==> config.mk <==
export PLATFORM = sky130hd
export DESIGN_NAME = fpalu_arbiter
export DESIGN_NICKNAME = d
export VERILOG_FILES = /design/src/rtl/fpalu_arbiter.sv
export SDC_FILE = /design/constraint.sdc
export NUM_CORES = 1
export LEC_CHECK = 0
export ABC_AREA = 0
export ABC_CLOCK_PERIOD_IN_PS = 2200
export BUFFER_PORTS_ARGS = -buffer_cell sky130_fd_sc_hd__buf_2
export CORE_UTILIZATION = 35
export CTS_CLUSTER_SIZE = 28
export DETAILED_ROUTE_END_ITERATION = 8
export MAX_ROUTING_LAYER = met4
export PLACE_DENSITY_LB_ADDON = 0.15
export SLEW_MARGIN = 0
export SYNTH_ARGS = -nofsm -noshare
export SYNTH_HDL_FRONTEND = slang
export SYNTH_SLANG_ARGS = --single-unit
==> constraint.sdc <==
create_clock -name i_clk -period 2.2 [get_ports i_clk]
set_input_delay 0.22 -clock i_clk [delete_from_list [all_inputs] [get_ports i_clk]]
set_output_delay 0.22 -clock i_clk [all_outputs]
set_load 0.02 [all_outputs]
==> src/rtl/fpalu_arbiter.sv <==
// Two-requester arbiter in front of a single FPALU: round-robin with lock, opcode-switch
// bubbles, registered ALU operands and a tag pipe that routes fixed-latency results back.
module fpalu_arbiter #(
  parameter int unsigned LAT           = 2,
  parameter int unsigned SWITCH_BUBBLE = 1,
  parameter int unsigned TAGW          = 4
) (
  input  logic            i_clk,
  input  logic            i_rst_n,
  input  logic            i_req0_valid,
  output logic            o_req0_ready,
  input  logic            i_req0_lock,
  input  logic [1:0]      i_req0_opcode,
  input  logic [28:0]     i_req0_a,
  input  logic [28:0]     i_req0_b,
  input  logic [TAGW-1:0] i_req0_tag,
  input  logic            i_req1_valid,
  output logic            o_req1_ready,
  input  logic            i_req1_lock,
  input  logic [1:0]      i_req1_opcode,
  input  logic [28:0]     i_req1_a,
  input  logic [28:0]     i_req1_b,
  input  logic [TAGW-1:0] i_req1_tag,
  output logic [1:0]      o_alu_opcode,
  output logic [28:0]     o_alu_a,
  output logic [28:0]     o_alu_b,
  input  logic [28:0]     i_alu_y,
  output logic            o_rsp0_valid,
  output logic            o_rsp1_valid,
  output logic [28:0]     o_rsp_data,
  output logic [TAGW-1:0] o_rsp_tag,
  output logic            o_idle
);

  // Output stage sits LAT+1 edges after the issue edge.
  localparam int unsigned PipeDepth = LAT + 2;
  localparam int unsigned Last      = PipeDepth - 1;
  localparam logic [2:0]  BubLoad   = (SWITCH_BUBBLE > 0) ? 3'(SWITCH_BUBBLE - 1) : 3'd0;

  typedef enum logic {StIssue, StBubble} state_e;

  state_e          r_state, w_state_nxt;
  logic            r_last;
  logic            r_lat_id, w_lat_id_nxt;
  logic            r_force, w_force_nxt;
  logic [2:0]      r_cnt, w_cnt_nxt;
  logic [1:0]      r_prev_op;
  logic [1:0]      r_alu_op;
  logic [28:0]     r_alu_a, r_alu_b;
  logic [PipeDepth-1:0] r_pv, r_pid;
  logic [TAGW-1:0] r_ptag [PipeDepth];

  logic            w_win, w_any, w_last_lock, w_switch, w_issue, w_xfer;
  logic [1:0]      w_win_op;
  logic [28:0]     w_win_a, w_win_b;
  logic [TAGW-1:0] w_win_tag;

  always_comb begin
    w_win       = 1'b0;
    w_last_lock = r_last ? i_req1_lock : i_req0_lock;
    if (r_force) begin
      w_win = r_lat_id;
    end else if (i_req0_valid && i_req1_valid) begin
      w_win = w_last_lock ? r_last : ~r_last;
    end else if (i_req1_valid) begin
      w_win = 1'b1;
    end
    w_any     = w_win ? i_req1_valid  : i_req0_valid;
    w_win_op  = w_win ? i_req1_opcode : i_req0_opcode;
    w_win_a   = w_win ? i_req1_a      : i_req0_a;
    w_win_b   = w_win ? i_req1_b      : i_req0_b;
    w_win_tag = w_win ? i_req1_tag    : i_req0_tag;
    // A latched winner has already paid its bubble.
    w_switch  = !r_force && (w_win_op != r_prev_op) && (r_prev_op != 2'b00) &&
                (SWITCH_BUBBLE != 0);
    w_issue   = (r_state == StIssue) && w_any;
    w_xfer    = w_issue && !w_switch;
  end

  assign o_req0_ready = w_xfer && !w_win;
  assign o_req1_ready = w_xfer && w_win;

  always_comb begin
    w_state_nxt  = r_state;
    w_cnt_nxt    = r_cnt;
    w_force_nxt  = r_force;
    w_lat_id_nxt = r_lat_id;
    unique case (r_state)
      StIssue: begin
        if (w_xfer) begin
          w_force_nxt = 1'b0;
        end else if (w_issue) begin
          // The deciding cycle is itself the first idle cycle.
          w_lat_id_nxt = w_win;
          w_force_nxt  = 1'b1;
          w_cnt_nxt    = BubLoad;
          if (BubLoad != 3'd0) w_state_nxt = StBubble;
        end
      end
      StBubble: begin
        w_cnt_nxt = r_cnt - 3'd1;
        if (r_cnt <= 3'd1) w_state_nxt = StIssue;
      end
    endcase
  end

  always_ff @(posedge i_clk) begin
    if (!i_rst_n) begin
      r_state   <= StIssue;
      r_cnt     <= 3'd0;
      r_force   <= 1'b0;
      r_lat_id  <= 1'b0;
      r_last    <= 1'b1;
      r_prev_op <= 2'b00;
      r_alu_op  <= 2'b00;
      r_alu_a   <= 29'd0;
      r_alu_b   <= 29'd0;
      r_pv      <= '0;
      r_pid     <= '0;
      for (int i = 0; i < PipeDepth; i++) r_ptag[i] <= '0;
    end else begin
      r_state  <= w_state_nxt;
      r_cnt    <= w_cnt_nxt;
      r_force  <= w_force_nxt;
      r_lat_id <= w_lat_id_nxt;
      if (w_xfer) begin
        r_last    <= w_win;
        r_prev_op <= w_win_op;
        r_alu_op  <= w_win_op;
        r_alu_a   <= w_win_a;
        r_alu_b   <= w_win_b;
      end
      r_pv  <= {r_pv[PipeDepth-2:0], w_xfer};
      r_pid <= {r_pid[PipeDepth-2:0], w_xfer && w_win};
      for (int i = PipeDepth - 1; i > 0; i--) r_ptag[i] <= r_ptag[i-1];
      r_ptag[0] <= w_xfer ? w_win_tag : '0;
    end
  end

  always_ff @(posedge i_clk) begin
    if (i_rst_n && w_xfer) begin
      assert (w_win_op[1]) else $error("fpalu_arbiter: illegal opcode %b issued", w_win_op);
    end
  end

  assign o_alu_opcode = r_alu_op;
  assign o_alu_a      = r_alu_a;
  assign o_alu_b      = r_alu_b;
  assign o_rsp0_valid = r_pv[Last] && !r_pid[Last];
  assign o_rsp1_valid = r_pv[Last] && r_pid[Last];
  assign o_rsp_data   = i_alu_y;
  assign o_rsp_tag    = r_ptag[Last];
  assign o_idle       = (r_state == StIssue) && (r_pv == '0);

endmodule
==> qor.csv, run 1 <==
metric,value,unit
dp_slack,0.0420,ns
worst_slew_pin_slew,0.543,ns
die-area,13500,um2
syn_nets,652,
first_pass_iters,4,
path_class,reg2out,
placedCellCount,809,
yosys_warnings,0,
die_w,116,um
synth_top_family_by_area,multiplexers,
path_max_fanout,4,
n_antenna_cell,0,
critPathMaxStageDelay,0.33,ns
routed_wl,10400,um
setup_violations,0,
ioPinCount,261,
slew_headroom,0.638,
via_count,3747,
period_share,0.992,
hold_buffers,0,
async_flop_share,0,
placementRows,41,
overflow,0,
worstPathArrival,1.96,ns
port_buffers,202,
critPathSlowestCell,dfxtp_2,
drc,0,
fmax,0.458,GHz
wl_per_cell,12.5,um
core_area,12700,um2
via_per_inst,4.50,
clk_pin_slew_worst_paths,0.07,ns
finClkSkew,0.00673,ns
grt_usage,0.155,
min_period,2.18,ns
synthTopCellsByArea,"dfxtp_1 (40%), mux2i_1 (16%), mux2_2 (14%)",
final-hold-violation-count,0,
path_cells,nor2b_4 > or2_4 > o221ai_4 > mux2i_1 > buf_4 > nand3_4 > nor2_4 > buf_6,
drt-initial-drc-count,127,
start_util,0.360,
final-instance-count-excl-fill,832,
yosysMostFrequentCell,nand2_1,
synth_common_cells,"nand2_1 (128), dfxtp_1 (91), mux2i_1 (71)",
grt_antenna_before_repair,0,
synth_area,4570,um2
first_global_vias,3482,
synth_edf_count,0,
rsz0062_at_grt,true,
htreeDepth,3,
cts_tree,built,
slew_violations,0,
die_y,116,um
drv_cap,0,
synth_cell_type_count,32,
drive_above_1_share,0.473,
synthMuxAreaShare,0.299,
avgSynthCellArea,9.38,um2
hold_path.class,in2reg,
synth_compound_area_frac,0.0258,
crit_path_start_kind,register,
cts_inserted_buffers,9,
synth-seq-cells,91,
p_leak,2.94,nW
synth_adder_area_share,0.00548,
synth-seq-area-share,0.399,
synth_xor_area_frac,0.00192,
yosysTopAreaCell,dfxtp_1,
synthCells,487,
clk_latency,0.34,ns
end_kind,output pin,
grt_max_degree,144,
place.gp.congestion,0.814,
grt_pass1_wl,15700,um
cts_root_buffer,clkbuf_16,
power_density,1270,nW/um2
syn2layout_area_growth,30.1,%
synth_flop_cell,dfxtp_1,
synth_top_area_share,0.399,
cts_buffer_depth,2,
synthSimpleGateAreaFrac,0.171,
outcome,"complete, no violations",
clkSinkCount,91,
setup_ws,0.0171,ns
required,1.98,ns
irDropWorstVdd,0.000586,V
dp_hpwl,7570,um
final_nets,820,
final_antenna_net_count,0,
==> what timing repair did <==
action,4_1_cts,5_1_grt
gates cloned,0,0
resized for setup,14,9
buffers inserted,5,2
setup endpoints to repair,2,57
pin swaps,5,2
==> worst max-delay path: cells and delay by family, from the launching register on <==
family	cells	cell delay, ns
buf+inv	2	0.27
mux	1	0.22
flops	1	0.33
compound gates	1	0.21
simple gates	4	0.57
==> cell type report <==
cell class                 instances  area, um2
fill                            1239       6730
multi-input combinational        327       2380
sequential                        91       1830
timing repair buffer             219       1200
clock buffer                       9        225
tap                              172        215
clock inverter                     7       66.3
inverter                           7       26.3
==> where the power goes <==
part / total, mW / leakage [nW] / internal, mW / switching (mW)
sequential: 2.44 / 0.749 / 2.17 / 0.263
clock: 1.50 / 0.138 / 0.796 / 0.708
combinational: 3.60 / 2.05 / 1.64 / 1.96
total: 7.55 / 2.94 / 4.61 / 2.93
==> state kept, by name (all words and copies together), names as in the netlist <==
signal,count
o_alu_b,29
r_force,1
r_ptag,16
r_cnt,3
o_alu_a,29
r_lat_id,1
r_state,1
r_last,1
o_alu_opcode,2
r_pid,4
r_pv,4
==> path summary, 6_finish.rpt <==
path	startpoint	slack, ns	cells past startpoint	end
worst min register to register	r_ptag[2][3]$_SDFF_PN0_	0.43	1	r_ptag[3][3]$_SDFF_PN0_
worst max-delay path	r_last$_SDFFE_PN1N_	0.02	8	o_req1_ready
worst max register to register	r_last$_SDFFE_PN1N_	0.15	9	r_lat_id$_SDFFE_PN0P_
worst min-delay path	i_req0_tag[1]	0.18	3	r_ptag[0][1]$_SDFF_PN0_
==> per-layer routing <==
metal  GRT usage  routed length (um)
met3      0.0337                 628
met5           -                   0
met1       0.160                4210
met2       0.271                5290
met4      0.0889                 310
==> logic make-up after synthesis <==
kind of cell,after synthesis
adders and majority gates,2
DFF,91
xor gates and xnor gates,1
AOI/OAI and AO/OA,16
and+or+nand+nor,179
muxes,129
buffers and inverters,69
==> through the flow <==
stage / TNS, ns / util / hold slack [ns] / cell area, um2 / power [mW]
2_1_floorplan: 0 / - / 0.399 / 4570 / 5.10
3_3_place_gp: 0 / 0.435 / 0.414 / 5510 / 5.82
3_5_place_dp: 0 / 0.435 / 0.420 / 5510 / 5.88
4_1_cts: -0.00818 / 0.464 / 0.164 / 5880 / 7.57
5_1_grt: -0.158 / 0.469 / 0.182 / 5940 / 8.04
6_report: 0 / 0.469 / 0.178 / 5940 / 7.55
==> cell usage in the layout (no fill, tap or decap), types with 2 or more instances in the layout <==
cell type,synthesis,final
buf_2,3,199
nand2_1,128,128
dfxtp_1,91,88
mux2i_1,71,71
mux2_2,58,58
and2_1,21,21
buf_4,35,13
nor2_1,12,10
clkbuf_16,0,9
inv_1,5,5
nor3_2,4,4
buf_6,7,4
nor2b_1,6,3
inv_8,0,3
buf_12,0,3
dfxtp_2,0,3
nor2b_2,0,2
nand2b_1,2,2
o2111ai_1,2,2
nor2_4,0,2
a21oi_1,2,2
o22ai_1,2,2
ha_1,2,2
clkinvlp_4,0,2
Note: power is estimated with default switching activity, not from simulation.
==> run 2: changes to the inputs <==
CORE_UTILIZATION = 44   (was 35)
==> qor.csv, run 2 (synthesis gave the netlist of run 1 again) <==
metric,value,unit,change
power,7.53,mW,-0.16%
start_util,0.461,,+0.100
clk_pin_slew_worst_paths,0.09,ns,+0.02 ns
clk_latency,0.35,ns,about the same
reg2reg_depth,9,,unchanged
rr_startpoint,r_last$_SDFFE_PN1N_,,
hold_start,i_req1_tag[2],,
worstPathArrival,2.01,ns,+0.05 ns
final_common_cell,buf_2,,
cts_tree,built,,
slew_violations,0,,unchanged
final_cell_mix,"buf_2 (199), nand2_1 (128), dfxtp_1 (88)",,
drt-initial-drc-count,117,,-7.9%
dp_hpwl,7600,um,+0.47%
routed_wl,10600,um,+1.2%
hold_buffers,0,,unchanged
violations,negative setup slack,,
drc,0,,unchanged
stdcell_area,5960,um2,+0.38%
n_antenna_cell,0,,unchanged
p_leak,2.95,nW,+0.40%
htreeDepth,3,,unchanged
via_count,3804,,+1.5%
final_antenna_net_count,0,,unchanged
setup_violations,2,,+2
final_nets,823,,+0.37%
cts_inserted_buffers,9,,unchanged
die_w,104,um,-11%
placed_cell_area,5480,um2,-0.52%
port_buffers,202,,unchanged
grt_usage,0.199,,+0.0444
die-area,10800,um2,-20%
rsz0062_at_grt,true,,
grt_pass1_wl,17100,um,+8.6%
cts_buffer_depth,2,,unchanged
place.gp.congestion,0.806,,-1.0%
irDropWorstVdd,0.000470,V,-20%
path_class,reg2out,,
grt_antenna_before_repair,0,,unchanged
required,1.98,ns,about the same
die_y,104,um,-11%
grt_max_degree,144,,unchanged
critPathMaxStageDelay,0.34,ns,about the same
hold_depth,3,,unchanged
placementRows,36,,-12%
wl_per_cell,13.3,um,+5.8%
ioPinCount,261,,unchanged
setup_ws,-0.0347,ns,-0.0518 ns
power_density,1260,nW/um2,-0.54%
end_kind,output pin,,
syn2layout_area_growth,30.6,%,
clkSinkCount,91,,unchanged
worst_slew_pin_slew,0.545,ns,+0.00206 ns
period_share,1.02,,+0.0235
min_period,2.23,ns,+0.0518 ns
first_global_vias,3686,,+5.9%
overflow,0,,unchanged
slew_headroom,0.635,,-0.00356
crit_path_start_kind,register,,
critPathSlowestCell,dfxtp_2,,
drive_above_1_share,0.483,,+0.00993
path_cells,nor2b_4 > or2_4 > o221ai_4 > mux2i_4 > nand3_4 > nor2_4 > buf_6,,
hold_path_end,r_ptag[0][2]$_SDFF_PN0_,,
drv_cap,0,,unchanged
rrSetupSlack,0.05,ns,-0.10 ns
cts_root_buffer,clkbuf_8,,
finClkSkew,0.0122,ns,+0.00544 ns
via_per_inst,4.78,,+6.1%
r2r_end,o_alu_a[11]$_SDFFE_PN0N_,,
hold_path.class,in2reg,,
first_pass_iters,4,,unchanged
core_area,9910,um2,-22%
final-hold-violation-count,0,,unchanged
outcome,"finished, violations left",,
fmax,0.447,GHz,-2.3%
path_max_fanout,4,,unchanged
==> run 2: layer usage <==
layer / global-route usage / wire length, um
met1: 0.230 / 4490
met2: 0.337 / 5200
met3: 0.0470 / 690
met4: 0.0724 / 186
met5: - / 0
==> run 2: cell type report <==
| type | instances | area, um2 |
|---|---|---|
| Clock buffer | 10 | 138 |
| Clock inverter | 6 | 93.8 |
| Fill cell | 918 | 3950 |
| Inverter | 7 | 26.3 |
| Multi-Input combinational cell | 327 | 2450 |
| Sequential cell | 91 | 1830 |
| Tap cell | 133 | 166 |
| Timing Repair Buffer | 222 | 1250 |
==> run 2: how the worst max path moves through the flow <==
stage | start | end | slack, ns | cells after the start
5_1_grt | r_last$_SDFFE_PN1N_ | o_req1_ready | -0.13 | 7
4_1_cts | r_last$_SDFFE_PN1N_ | o_req0_ready | -0.05 | 7
3_3_place_gp | i_req0_lock | o_req0_ready | 0.08 | 8
6_report | r_last$_SDFFE_PN1N_ | o_req0_ready | -0.03 | 7
2_1_floorplan | r_last$_SDFFE_PN1N_ | o_req0_ready | 0.08 | 8
3_5_place_dp | i_req0_opcode[0] | o_alu_b[19]$_SDFFE_PN0N_ | 0.009 | 8
==> run 2: what timing repair did <==
| action | 4_1_cts | 5_1_grt |
|---|---|---|
| buffers inserted | 5 | 3 |
| endpoints found under the setup margin | 8 | 31 |
| resized for setup | 26 | 8 |
| pin swaps | 6 | 4 |
| gates cloned | 0 | 1 |
==> run 2: critical path, delay by kind of cell (launching register included) <==
family                 cells  cell delay [ns]
AND/OR/NAND/NOR            4             0.66
multiplexers               1             0.31
buffers and inverters      1             0.13
AO/OA/AOI/OAI              1             0.23
flip-flops                 1             0.34
==> run 2: where the power goes <==
part | switching [mW] | total, mW | internal [mW]
combinational | 2.04 | 3.82 | 1.78
clock | 0.593 | 1.27 | 0.681
sequential | 0.263 | 2.44 | 2.18
==> run 2: through the flow <==
step                      std cells  utilization  TNS (ns)  setup WS [ns]  hold slack, ns
after floorplan                 487            -         0         0.0834           0.399
after global placement          771        0.553         0         0.0824           0.413
after detailed placement        771        0.553         0        0.00916           0.418
after CTS                       792        0.593   -0.0983        -0.0547           0.135
after global routing            796        0.602     -1.68         -0.133           0.137
final                           796        0.602   -0.0677        -0.0347           0.142
